File: config.mk
export PLATFORM = sky130hd
export DESIGN_NAME = mips_mem_arbiter_flat
export DESIGN_NICKNAME = d
export VERILOG_FILES = /design/src/rtl/mips_mem_arbiter_pkg.sv /design/src/rtl/mips_mem_arbiter_if.sv /design/src/rtl/mips_mem_arbiter_rr_starve_ctr.sv /design/src/rtl/mips_mem_arbiter.sv /design/src/flat_wrapper.sv
export SDC_FILE = /design/constraint.sdc
export NUM_CORES = 1
export LEC_CHECK = 0
export BUFFER_PORTS_ARGS = -buffer_cell sky130_fd_sc_hd__buf_4
export CAP_MARGIN = 30
export CORE_AREA = 2 2 73 75
export CTS_CLUSTER_SIZE = 12
export DETAILED_ROUTE_END_ITERATION = 6
export DIE_AREA = 0 0 75 77
export GPL_TIMING_DRIVEN = 0
export PLACE_DENSITY = 0.69
export SLEW_MARGIN = 20
export SYNTH_ARGS = -nofsm -noshare
export SYNTH_HDL_FRONTEND = slang
export SYNTH_SLANG_ARGS = --single-unit
export TNS_END_PERCENT = 100
File: constraint.sdc
create_clock -name clk -period 2 [get_ports clk]
set_input_delay 0.1 -clock clk [delete_from_list [all_inputs] [get_ports clk]]
set_output_delay 0.1 -clock clk [all_outputs]
set_load 0.005 [all_outputs]
File: src/rtl/mips_mem_arbiter_pkg.sv
// mips32_pkg: shared types for the MIPS32 unified-memory arbiter.
// Holds the FSM state encoding, requester IDs and width defaults.
package mips32_pkg;

    localparam int ADDR_W_DEF = 10;
    localparam int DATA_W_DEF = 32;

    typedef enum logic [1:0] {
        RUN   = 2'd0,
        DRAIN = 2'd1,
        DEBUG = 2'd2
    } arb_state_t;

    typedef enum logic [1:0] {
        ID_NONE = 2'd0,
        ID_IF   = 2'd1,
        ID_D    = 2'd2,
        ID_DBG  = 2'd3
    } req_id_t;

endpackage

File: src/rtl/mips_mem_arbiter_if.sv
// mips_mem_arbiter_if: requester and memory-port bundle of the arbiter.
// master = pipeline/memory side, slave = arbiter side.
interface mips_mem_arbiter_if
    import mips32_pkg::*;
#(
    parameter int ADDR_W = ADDR_W_DEF,
    parameter int DATA_W = DATA_W_DEF
) ();

    logic              if_req;
    logic [ADDR_W-1:0] if_addr;
    logic              if_gnt;
    logic              if_rvalid;

    logic              d_req;
    logic              d_we;
    logic [ADDR_W-1:0] d_addr;
    logic [DATA_W-1:0] d_wdata;
    logic              d_gnt;
    logic              d_rvalid;

    logic              dbg_req;
    logic              dbg_we;
    logic [ADDR_W-1:0] dbg_addr;
    logic [DATA_W-1:0] dbg_wdata;
    logic              dbg_gnt;
    logic              dbg_rvalid;

    logic              stall_if;
    logic              stall_mem;

    logic              mem_en;
    logic              mem_we;
    logic [ADDR_W-1:0] mem_addr;
    logic [DATA_W-1:0] mem_wdata;
    logic [DATA_W-1:0] mem_rdata;

    modport master (
        output if_req, if_addr,
        input  if_gnt, if_rvalid,
        output d_req, d_we, d_addr, d_wdata,
        input  d_gnt, d_rvalid,
        output dbg_req, dbg_we, dbg_addr, dbg_wdata,
        input  dbg_gnt, dbg_rvalid,
        input  stall_if, stall_mem,
        input  mem_en, mem_we, mem_addr, mem_wdata,
        output mem_rdata
    );

    modport slave (
        input  if_req, if_addr,
        output if_gnt, if_rvalid,
        input  d_req, d_we, d_addr, d_wdata,
        output d_gnt, d_rvalid,
        input  dbg_req, dbg_we, dbg_addr, dbg_wdata,
        output dbg_gnt, dbg_rvalid,
        output stall_if, stall_mem,
        output mem_en, mem_we, mem_addr, mem_wdata,
        input  mem_rdata
    );

endinterface

File: src/rtl/mips_mem_arbiter_rr_starve_ctr.sv
// mips_rr_starve_ctr: counts consecutive denied fetch cycles, saturating.
// Ports: clk, rst_n, clr, inc in; promote out (count reached MAX_WAIT).
module mips_rr_starve_ctr #(
    parameter int MAX_WAIT = 4
) (
    input  logic clk,
    input  logic rst_n,
    input  logic clr,
    input  logic inc,
    output logic promote
);

    logic [3:0] cnt;

    always_ff @(posedge clk) begin
        if (!rst_n || clr) begin
            cnt <= '0;
        end else if (inc && !promote) begin
            cnt <= cnt + 4'd1;
        end
    end

    assign promote = (cnt == 4'(MAX_WAIT));

endmodule

File: src/rtl/mips_mem_arbiter.sv
// mips_mem_arbiter: shares one memory port among IF, MEM and debug.
// Ports: clk, rst_n, cpu_halted; bus (slave) carries requests/grants/mem.
module mips_mem_arbiter
    import mips32_pkg::*;
#(
    parameter int ADDR_W   = ADDR_W_DEF,
    parameter int DATA_W   = DATA_W_DEF,
    parameter int MAX_WAIT = 4
) (
    input  logic              clk,
    input  logic              rst_n,
    input  logic              cpu_halted,
    mips_mem_arbiter_if.slave bus
);

    arb_state_t        state;
    arb_state_t        nstate;
    req_id_t           gid;
    req_id_t           last_id;
    logic              promote;
    logic              rd_gnt;
    logic              we_sel;
    logic [ADDR_W-1:0] addr_sel;
    logic [DATA_W-1:0] wdata_sel;
    logic              ctr_clr;
    logic              ctr_inc;

    always_ff @(posedge clk) begin
        if (!rst_n) begin
            state <= RUN;
        end else begin
            state <= nstate;
        end
    end

    always_comb begin
        nstate = state;
        unique case (state)
            RUN:     if (cpu_halted) nstate = DRAIN;
            DRAIN:   nstate = DEBUG;
            DEBUG:   if (!cpu_halted) nstate = RUN;
            default: nstate = RUN;
        endcase
    end

    // Grant decode: a halt seen this cycle still arbitrates under RUN.
    always_comb begin
        gid = ID_NONE;
        if (rst_n) begin
            unique case (state)
                RUN: begin
                    if (bus.if_req && (promote || !bus.d_req)) begin
                        gid = ID_IF;
                    end else if (bus.d_req) begin
                        gid = ID_D;
                    end
                end
                DEBUG: begin
                    if (bus.dbg_req) gid = ID_DBG;
                end
                default: gid = ID_NONE;
            endcase
        end
    end

    always_comb begin
        we_sel    = 1'b0;
        addr_sel  = '0;
        wdata_sel = '0;
        unique case (gid)
            ID_IF: begin
                addr_sel = bus.if_addr;
            end
            ID_D: begin
                we_sel    = bus.d_we;
                addr_sel  = bus.d_addr;
                wdata_sel = bus.d_wdata;
            end
            ID_DBG: begin
                we_sel    = bus.dbg_we;
                addr_sel  = bus.dbg_addr;
                wdata_sel = bus.dbg_wdata;
            end
            default: begin
                we_sel = 1'b0;
            end
        endcase
    end

    assign rd_gnt = (gid != ID_NONE) && !we_sel;

    // Remembers who owns the read in flight so rdata can be tagged.
    always_ff @(posedge clk) begin
        if (!rst_n) begin
            last_id <= ID_NONE;
        end else begin
            last_id <= rd_gnt ? gid : ID_NONE;
        end
    end

    assign bus.if_gnt    = (gid == ID_IF);
    assign bus.d_gnt     = (gid == ID_D);
    assign bus.dbg_gnt   = (gid == ID_DBG);

    // Held low in reset so a read issued just before reset is dropped.
    assign bus.if_rvalid  = rst_n && (last_id == ID_IF);
    assign bus.d_rvalid   = rst_n && (last_id == ID_D);
    assign bus.dbg_rvalid = rst_n && (last_id == ID_DBG);

    assign bus.stall_if  = rst_n && bus.if_req && !bus.if_gnt;
    assign bus.stall_mem = rst_n && bus.d_req && !bus.d_gnt;

    assign bus.mem_en    = (gid != ID_NONE);
    assign bus.mem_we    = we_sel;
    assign bus.mem_addr  = addr_sel;
    assign bus.mem_wdata = wdata_sel;

    // Starvation count only matters in RUN; it restarts on return.
    assign ctr_clr = (state != RUN) || !bus.if_req || bus.if_gnt;
    assign ctr_inc = bus.if_req && !bus.if_gnt;

    mips_rr_starve_ctr #(
        .MAX_WAIT (MAX_WAIT)
    ) u_starve (
        .clk     (clk),
        .rst_n   (rst_n),
        .clr     (ctr_clr),
        .inc     (ctr_inc),
        .promote (promote)
    );

endmodule
File: src/flat_wrapper.sv
// flat-port wrapper written by rule: the top's interface ports become plain ports
module mips_mem_arbiter_flat import mips32_pkg::*;
#(
    parameter int ADDR_W   = ADDR_W_DEF,
    parameter int DATA_W   = DATA_W_DEF,
    parameter int MAX_WAIT = 4
)
  (clk, rst_n, cpu_halted, bus_if_req, bus_if_addr, bus_if_gnt, bus_if_rvalid, bus_d_req, bus_d_we, bus_d_addr, bus_d_wdata, bus_d_gnt, bus_d_rvalid, bus_dbg_req, bus_dbg_we, bus_dbg_addr, bus_dbg_wdata, bus_dbg_gnt, bus_dbg_rvalid, bus_stall_if, bus_stall_mem, bus_mem_en, bus_mem_we, bus_mem_addr, bus_mem_wdata, bus_mem_rdata);
  mips_mem_arbiter_if #(.ADDR_W(ADDR_W), .DATA_W(DATA_W)) bus_i ();
  input  logic clk;
  input  logic rst_n;
  input  logic cpu_halted;
  input wire logic [$bits(bus_i.if_req)-1:0] bus_if_req;
  input wire logic [$bits(bus_i.if_addr)-1:0] bus_if_addr;
  output wire logic [$bits(bus_i.if_gnt)-1:0] bus_if_gnt;
  output wire logic [$bits(bus_i.if_rvalid)-1:0] bus_if_rvalid;
  input wire logic [$bits(bus_i.d_req)-1:0] bus_d_req;
  input wire logic [$bits(bus_i.d_we)-1:0] bus_d_we;
  input wire logic [$bits(bus_i.d_addr)-1:0] bus_d_addr;
  input wire logic [$bits(bus_i.d_wdata)-1:0] bus_d_wdata;
  output wire logic [$bits(bus_i.d_gnt)-1:0] bus_d_gnt;
  output wire logic [$bits(bus_i.d_rvalid)-1:0] bus_d_rvalid;
  input wire logic [$bits(bus_i.dbg_req)-1:0] bus_dbg_req;
  input wire logic [$bits(bus_i.dbg_we)-1:0] bus_dbg_we;
  input wire logic [$bits(bus_i.dbg_addr)-1:0] bus_dbg_addr;
  input wire logic [$bits(bus_i.dbg_wdata)-1:0] bus_dbg_wdata;
  output wire logic [$bits(bus_i.dbg_gnt)-1:0] bus_dbg_gnt;
  output wire logic [$bits(bus_i.dbg_rvalid)-1:0] bus_dbg_rvalid;
  output wire logic [$bits(bus_i.stall_if)-1:0] bus_stall_if;
  output wire logic [$bits(bus_i.stall_mem)-1:0] bus_stall_mem;
  output wire logic [$bits(bus_i.mem_en)-1:0] bus_mem_en;
  output wire logic [$bits(bus_i.mem_we)-1:0] bus_mem_we;
  output wire logic [$bits(bus_i.mem_addr)-1:0] bus_mem_addr;
  output wire logic [$bits(bus_i.mem_wdata)-1:0] bus_mem_wdata;
  input wire logic [$bits(bus_i.mem_rdata)-1:0] bus_mem_rdata;
  assign bus_i.if_req = bus_if_req;
  assign bus_i.if_addr = bus_if_addr;
  assign bus_if_gnt = bus_i.if_gnt;
  assign bus_if_rvalid = bus_i.if_rvalid;
  assign bus_i.d_req = bus_d_req;
  assign bus_i.d_we = bus_d_we;
  assign bus_i.d_addr = bus_d_addr;
  assign bus_i.d_wdata = bus_d_wdata;
  assign bus_d_gnt = bus_i.d_gnt;
  assign bus_d_rvalid = bus_i.d_rvalid;
  assign bus_i.dbg_req = bus_dbg_req;
  assign bus_i.dbg_we = bus_dbg_we;
  assign bus_i.dbg_addr = bus_dbg_addr;
  assign bus_i.dbg_wdata = bus_dbg_wdata;
  assign bus_dbg_gnt = bus_i.dbg_gnt;
  assign bus_dbg_rvalid = bus_i.dbg_rvalid;
  assign bus_stall_if = bus_i.stall_if;
  assign bus_stall_mem = bus_i.stall_mem;
  assign bus_mem_en = bus_i.mem_en;
  assign bus_mem_we = bus_i.mem_we;
  assign bus_mem_addr = bus_i.mem_addr;
  assign bus_mem_wdata = bus_i.mem_wdata;
  assign bus_i.mem_rdata = bus_mem_rdata;
  mips_mem_arbiter #(.ADDR_W(ADDR_W), .DATA_W(DATA_W), .MAX_WAIT(MAX_WAIT)) u_core (.clk(clk), .rst_n(rst_n), .cpu_halted(cpu_halted), .bus(bus_i));
endmodule
# Word level (Yosys, flattened, before mapping)
# Index checks and enable logic that the tools add are counted.
# word_totals
latch_bits	0
output_inout_bits	52
n_memories	0
word_cells	53
in_bits	134
mem_bits_rw	0
regBits	8
mem_bits_ro	0
# op_classes
n_mul	0
n_addsub	1
n_div	0
n_bitwise	0
magnitude_cmp	0
n_shift	0
eq_ne	11
reduce_logical	27
muxes	11
# ops
cell	count
$pmux 32 s2	1
$pmux 10 s3	1
$mux 2	6
$logic_and 1x1->1	11
$eq 2x2->1 const B	5
$logic_not 1->1	7
$eq 2x1->1 const B	3
$pmux 2 s3	1
$add 4x1->4 const B	1
$eq 4x3->1 const B	1
$logic_or 1x1->1	4
$ne 2x2->1 const B	2
$pmux 2 s2	1
$reduce_and 2->1	2
$reduce_bool 2->1	2
$logic_not 2->1	1
$pmux 1 s2	1

# Longest topological paths before layout
# Gate-level depths: netlist of the first run.
# logic_depth
depth_word	11
mapped_depth	7
mapped_depth_nobuf	5

# Hierarchy
# Synthesis of the first run repeated with hierarchy kept, for this count alone.
# unflattened
hier_cells	119
hier_area_um2	999.7
# by_module_without_submodules
mod	seq_area_each_um2	instances	cells_per_inst	area_each_um2
mips_mem_arbiter	80.1	1	94	788.3
mips_rr_starve_ctr	80.1	1	25	211.5

# Least setup slack after synthesis of the first run
# Ideal clock, no wire load.
# synth_path
path_type	register to output
start	reg u_core.u_starve.cnt[0]
end	out bus_mem_addr[3]
slack_ns	0.506
arrival_ns	1.394
path_stages_with_launch	8
path_buffers	2
required_time_ns	1.900
path_cell_list	dfxtp_1 -> inv_1 -> ha_1 -> nand4b_1 -> and2_1 -> buf_6 -> buf_6 -> a221o_1
# synth_via
elab_chain_cells	8
word_cells_on_any_way	10
classes_between	eq/ne (4); mux (4); reduce/logical (2)
# synth_rtl
item	line	rtl
start, declared	mips_mem_arbiter_rr_starve_ctr.sv:13	logic [3:0] cnt;
start signal, assigned	mips_mem_arbiter_rr_starve_ctr.sv:19	cnt <= cnt + 4'd1;
$eq 4x3->1 *	mips_mem_arbiter_rr_starve_ctr.sv:23	assign promote = (cnt == 4'(MAX_WAIT));
$logic_or 1x1->1 *	mips_mem_arbiter.sv:52	if (bus.if_req && (promote || !bus.d_req)) begin
$logic_and 1x1->1 *	mips_mem_arbiter.sv:52	
$mux 2 *	mips_mem_arbiter.sv:52	
$pmux 2 s2 *	mips_mem_arbiter.sv:50	unique case (state)
$mux 2 *	mips_mem_arbiter.sv:49	if (rst_n) begin
$eq 2x2->1 or $eq 2x1->1 (tied branches)	mips_mem_arbiter.sv:70	unique case (gid)
$pmux 10 s3 *	mips_mem_arbiter.sv:70	
end, declared	flat_wrapper.sv:33	output wire logic [$bits(bus_i.mem_addr)-1:0] bus_mem_addr;
# Every way passes the cells marked *; elsewhere a longest branch is shown, timed or not.

# Worst setup path after layout of the first run
# layout_path
start	reg u_core.u_starve.cnt[0]
end	out bus_mem_addr[4]
# The elaborated chain is that of the path after synthesis.

==> results of run 1 <==
[worst max path at each step]
stage / to / depth (start not counted) / from
after floorplan: bus_mem_addr[3] / 7 / u_core.u_starve.cnt[0]$_SDFFE_PP0P_
final: bus_mem_addr[4] / 7 / u_core.u_starve.cnt[0]$_SDFFE_PP0P_
after global routing: bus_mem_addr[3] / 7 / u_core.u_starve.cnt[0]$_SDFFE_PP0P_
after detailed placement: bus_mem_addr[6] / 7 / u_core.u_starve.cnt[0]$_SDFFE_PP0P_
after CTS: bus_mem_addr[6] / 8 / u_core.u_starve.cnt[0]$_SDFFE_PP0P_
after global placement: bus_mem_addr[3] / 7 / u_core.u_starve.cnt[0]$_SDFFE_PP0P_
[timing repair]
item,4_1_cts,5_1_grt
resized for setup,2,8
endpoints found under the setup margin,2,34
setup buffers,0,2
pin swaps,0,6
[metrics by stage]
stage                     setup slack [ps]  power [uW]  instances  cell area [sq um]
after floorplan                        506         284        112                948
after global placement                 278         546        334               2180
after detailed placement               247         549        334               2180
after CTS                             13.7         745        337               2220
after global routing                  4.22         787        338               2240
final                                  127         738        338               2240
[final cells by class]
type | count | area (sq um) | share of cell area (%)
tap | 70 | 87.6 | 3.90
multi-input combinational | 88 | 697 | 31.0
buffer | 11 | 82.6 | 3.68
timing repair buffer | 154 | 1160 | 51.5
inverter | 4 | 15.0 | 0.669
clock buffer | 3 | 41.3 | 1.84
sequential | 8 | 165 | 7.36
[placed cells by master (no fill, tap or decap), drive strengths merged]
cell type and count:
clkbuf 5, and3 1, and4b 1, nor4bb 1, nand4bb 1, dfxtp 8
nand3 1, nand4b 1, xnor2 1, a32o 1, xor2 1, nand4 1
a21o 1, nand2 5, a221o 10, mux2i 1, inv 4, a21oi 2
ha 2, nand3b 1, nand2b 1, nor2 9, a22o 32, and2 13
nor3b 1, buf 163
[flip-flops by register name, indices dropped and copies added, names as in the netlist]
signal,flops
u_core.u_starve.cnt,4
u_core.state,2
u_core.last_id,2
[worst max-delay path, delay by kind of cell, from the launching register on]
kind | cells | cell delay [ps]
buffers and inverters | 3 | 330
adder cells (fa/ha/maj) | 1 | 160
AO/OA/AOI/OAI | 1 | 340
flip-flops | 1 | 330
AND/OR/NAND/NOR | 2 | 390
[cell families (layout without fill, tap and decap cells)]
| group | count (synthesis) | after routing | share of synthesized area, % |
|---|---|---|---|
| muxes | 1 | 1 | 1.06 |
| xor gates and xnor gates | 2 | 2 | 1.85 |
| and+or+nand+nor | 37 | 37 | 24.0 |
| adders and majority gates | 2 | 2 | 2.64 |
| AOI/OAI and AO/OA | 46 | 46 | 43.0 |
| buffers and inverters | 16 | 172 | 10.6 |
| DFF | 8 | 8 | 16.9 |
[layer usage]
| layer | track usage [%] | wire length (um) |
|---|---|---|
| met5 | 0 | 0 |
| met4 | 2.14 | 19 |
| met3 | 13.5 | 1120 |
| met2 | 29.7 | 2370 |
| met1 | 21.6 | 2140 |
[where the power goes]
part | switching (uW) | internal, uW
clock | 59.4 | 130
sequential | 7.26 | 167
combinational | 126 | 248
total | 192 | 546
==> results.toml, run 1 <==
[cts]
cts.root.buffer_cell = "clkbuf_8"
cts_made_buffers = 3
cts_sinks = 8
holdBufCountCts = 0
cts_tree = "yes"
clkTransAtPathRegs_ps = 40
clockBufferDepth = 2
htreeDepth = 1
clock_latency_ps = 220

[power_and_ir_drop]
ir_worst_vdd_v = 0.000442
p_per_area_nw_per_um2 = 329
p_leak_uw = 0.00121

[route]
drtPass1Iterations = 4
vias_per_cell = 4.60
final_antenna_net_count = 0
drt-total-wl_um = 5650
vias = 1555
drc = 0
drt_iter0_markers = 44
wl_per_cell_um = 16.7

[yosys]
synth.area.top_cells = "a22o_1, dfxtp_1, a221o_1"
synth-seq-cells = 8
netlist_area_sq_um = 948
ys.flop_type = "dfxtp_1"
yosysTopAreaCellShare_pct = 29.6
async_reset_ff_share_pct = 0
ys_top_cells_by_count = "a22o_1, a221o_1, and2_1, nor2_1"
syn_nets = 248
seq_area_frac_synth_pct = 16.9
yosysMostFrequentCell = "a22o_1"
synth_cell_types = 27
synth_edf_count = 0
syn_area_per_cell_sq_um = 8.47
synth_cells = 112
yosysWarnings = 0
yosys.area.top_type = "a22o_1"

[hold_path]
worstHoldEndpoint = "u_core.state[0]$_SDFFE_PN0P_"
hp-class = "input pin to register"
min_path_cells = 2
hp-start = "cpu_halted"

[run]
drv.max_cap_violation_count = 0

[timing]
rsz0062_at_grt = "false"
fmax_mhz = 534
tightest_slew_ps = 263
final_hold_viol_count = 0
fin_skew_ps = 1.01
fin_hold_ws_ps = 95.0
fin_crit_ps = 1870
slew_headroom_pct = 82.5
period_share_pct = 93.6
fin_setup_tns_ps = 0
slew_violations = 0
setup_viol = 0

[grt]
grt_pass1_wl_um = 8310
grt_overflow = 0
antenna_found_initial = 0
grt_pass1_vias = 1685
grt.total_usage_pct = 19.0
grt_max_degree = 11

[setup_path]
reg2regPathDepth = 5
arrival_ps = 1770
critPathLaunchType = "register"
critPathRequiredTime_ps = 1900
critical_path.slowest_cell = "a221o_1"
cp_cell_sequence = "inv_1, ha_2, nand4b_1, and2_4, buf_8, a221o_1, buf_4"
crit_fanout = 10
crit_path_end_kind = "output pin"
rr_startpoint = "u_core.state[0]$_SDFFE_PN0P_"
r2r_setup_slack_ps = 580
slowest_delay_ps = 340
worstSetupPathType = "register to output pin"
worstReg2RegEnd = "u_core.last_id[0]$_SDFF_PN0_"

[place]
place_congestion = 0.813
dp_hpwl_um = 4760
numPortBuffers = 152

[floorplanning]
die_w_um = 75
start_util_pct = 19.1
io-pin-count = 186
core-area_sq_um = 4980
rows = 26
dieArea_sq_um = 5780
dieHeight_um = 77

[finish]
area.growth.synth_to_final_pct = 137
finish.utilization_pct = 45.1
fin_nets = 406
drive_above_1_share_pct = 65.7
n_fill_cell = 523
n_antenna_cell = 0

[run_status]
outcome = "finished clean"
(Power assumes the default switching activity.)
==> inputs of run 2 (changes only) <==
- ABC_AREA: unset -> 1
- CELL_PAD_IN_SITES_DETAIL_PLACEMENT: unset -> 1
- CELL_PAD_IN_SITES_GLOBAL_PLACEMENT: unset -> 1
- CORE_AREA: 2 2 73 75 -> unset
- CORE_UTILIZATION: unset -> 14
- DIE_AREA: 0 0 75 77 -> unset
- PLACE_DENSITY: 0.69 -> 0.87
==> results.toml, run 2 <==
[route]
wl_per_cell_um = 14.1
vias_per_cell = 4.52
vias = 1725
drt-total-wl_um = 5380
drc = 0
drt_iter0_markers = 29
final_antenna_net_count = 0
drtPass1Iterations = 3

[power_and_ir_drop]
p_comb_share_pct = 51.7
power.switching_uw = 208
p_seq_share_pct = 22.9
p_per_area_nw_per_um2 = 324
ir_worst_vdd_v = 0.000164
sw_frac_of_total_pct = 27.5
p_int_uw = 548
p_clk_share_pct = 25.4
p_leak_uw = 0.00128

[cts]
cts_tree = "yes"
cts_sinks = 8
cts_made_buffers = 3
holdBufCountCts = 0
clockBufferDepth = 2
htreeDepth = 1
clkTransAtPathRegs_ps = 40
clock_latency_ps = 230
cts.root.buffer_cell = "clkbuf_8"

[finish]
final_common_cell = "buf_4"
stdcell_count = 382
area.growth.synth_to_final_pct = 140
fin_nets = 443
finish.utilization_pct = 35.7
reg.largest.list = "u_core.u_starve.cnt (4), u_core.last_id (2), u_core.state (2)"
largest_reg_flops = 4
largest_register = "u_core.u_starve.cnt"
finalInstanceArea_sq_um = 2330
n_antenna_cell = 0
drive_above_1_share_pct = 58.0
final_cell_mix = "buf_4, nand2_1, a22o_1"

[setup_path]
worstSetupPathType = "register to output pin"
cp-startpoint = "u_core.u_starve.cnt[0]$_SDFFE_PP0P_"
crit_path_end_kind = "output pin"
arrival_ps = 1760
crit_fanout = 10
critPathLaunchType = "register"
critical_path.slowest_cell = "dfxtp_2"
critPathRequiredTime_ps = 1900
rr_startpoint = "u_core.u_starve.cnt[0]$_SDFFE_PP0P_"
slowest_delay_ps = 330
crit_top_cell = "nand2_2"
cp_cell_sequence = "inv_1, ha_4, nand3_4, nand2_2, nand2_2, nand2_2, clkinv_4, buf_6, a22o_1, buf_4"

[yosys]
async_reset_ff_share_pct = 0
synth_cells = 146
yosysMostFrequentCell = "nand2_1"
syn_nets = 282
synth_top_family_by_area = "compound AO/OA/AOI/OAI gates"
yosys.area.top_type = "a22o_1"
ys_top_cells_by_count = "nand2_1, a22o_1, inv_1, nand3_1, dfxtp_1"
synth_xor_area_share_pct = 1.80
synth-compound-area-share_pct = 34.4
syn_area_per_cell_sq_um = 6.65
netlist_area_sq_um = 971
synth_edf_count = 0
seq_area_frac_synth_pct = 16.5
yosysWarnings = 0
synth.area.mux_share_pct = 0
ys.flop_type = "dfxtp_1"
synthSimpleGateAreaFrac_pct = 31.4
synth-seq-cells = 8
synthAdderAreaFrac_pct = 2.58
synth_cell_types = 26
yosysTopAreaCellShare_pct = 28.9
synth.area.top_cells = "a22o_1, dfxtp_1, nand2_1"

[floorplanning]
dieHeight_um = 85.3
die_w_um = 85.3
dieArea_sq_um = 7270
start_util_pct = 14.9
io-pin-count = 186
core-area_sq_um = 6530
rows = 29

[place]
dp_cells = 376
dp_hpwl_um = 4590
place_area_sq_um = 2220
place_congestion = 0.709
numPortBuffers = 153

[timing]
rsz0062_at_grt = "false"
fin_skew_ps = 3.44
tightest_slew_ps = 461
fin_crit_ps = 1860
slew_violations = 0
fmax_mhz = 537
slew_headroom_pct = 69.3
period_share_pct = 93.1
fin_hold_ws_ps = 98.6
fin_setup_tns_ps = 0
setup_viol = 0
final_hold_viol_count = 0

[grt]
grt_pass1_vias = 1821
grt_max_degree = 11
grt.total_usage_pct = 14.3
grt_overflow = 0
grt_pass1_wl_um = 8440
antenna_found_initial = 0

[hold_path]
hp-start = "cpu_halted"
hp-class = "input pin to register"

[run_status]
outcome = "finished clean"

[run]
drv.max_cap_violation_count = 0
[run 2: changes by cell type after synthesis, sizes merged, moves of 2 or more]
| cell | previous run | this run |
|---|---|---|
| a221o | 10 | 0 |
| nand3 | 1 | 15 |
| inv | 4 | 16 |
| nor2 | 9 | 6 |
| buf | 12 | 7 |
| nor3 | 0 | 4 |
| clkbuf | 0 | 2 |
| nand2 | 5 | 43 |
| and2 | 13 | 0 |
[run 2: routing by layer]
layer  GRT usage [%]  vias up  wire, um
met5               0        -         0
met4            2.73        0        36
met3            4.18        4       602
met2            29.5      109      2940
met1            13.9      780      1790
li1                -      832         -
[run 2: cells by family (layout without fill, tap and decap cells)]
logic type	after synthesis	in the layout
flip-flops	8	8
XOR/XNOR	2	2
AND/OR/NAND/NOR	69	69
buffers and inverters	25	184
AO/OA/AOI/OAI	40	40
adder cells (fa/ha/maj)	2	2
[run 2: through the flow]
stage | setup WS, ps | total power (uW)
finish | 137 | 756
global route | 17.8 | 808
CTS | 28.9 | 757
detailed placement | 260 | 557
global placement | 308 | 547
floorplan | 608 | 290
[run 2: power groups by stage]
stage	registers [uW]	logic, uW	clock network [uW]
floorplan	174	115	0
CTS	173	383	201
global route	174	428	206
finish	174	391	192
detailed placement	176	381	0
global placement	175	372	0
[run 2: timing repair]
item / in CTS / in global routing
resized for setup: 1 / 9
setup endpoints to repair: 1 / 39
pin swaps: 0 / 1
setup buffers: 0 / 3
[run 2: area by class of cell]
| type | instances | area, sq um |
|---|---|---|
| Inverter | 16 | 65.1 |
| Multi-Input combinational cell | 113 | 709 |
| Clock buffer | 3 | 41.3 |
| Fill cell | 830 | 4200 |
| Sequential cell | 8 | 161 |
| Timing Repair Buffer | 156 | 1180 |
| Buffer | 9 | 73.8 |
| Tap cell | 77 | 96.3 |
[run 2: worst max-delay path: cells and delay by family (launching register included)]
family          cells  cell delay [ps]
simple gates        4              350
buf+inv             4              510
compound gates      1              190
flops               1              330
fa+ha+maj           1              160
[run 2: path summary, 6_finish.rpt]
| kind | end | slack [ps] | depth (start not counted) |
|---|---|---|---|
| hold / removal | u_core.state[0]$_SDFFE_PN0P_ | 100 | 3 |
| hold reg to reg | u_core.u_starve.cnt[0]$_SDFFE_PP0P_ | 490 | 2 |
| setup reg to reg | u_core.last_id[0]$_SDFF_PN0_ | 500 | 11 |
| setup / recovery | bus_mem_wdata[5] | 140 | 10 |
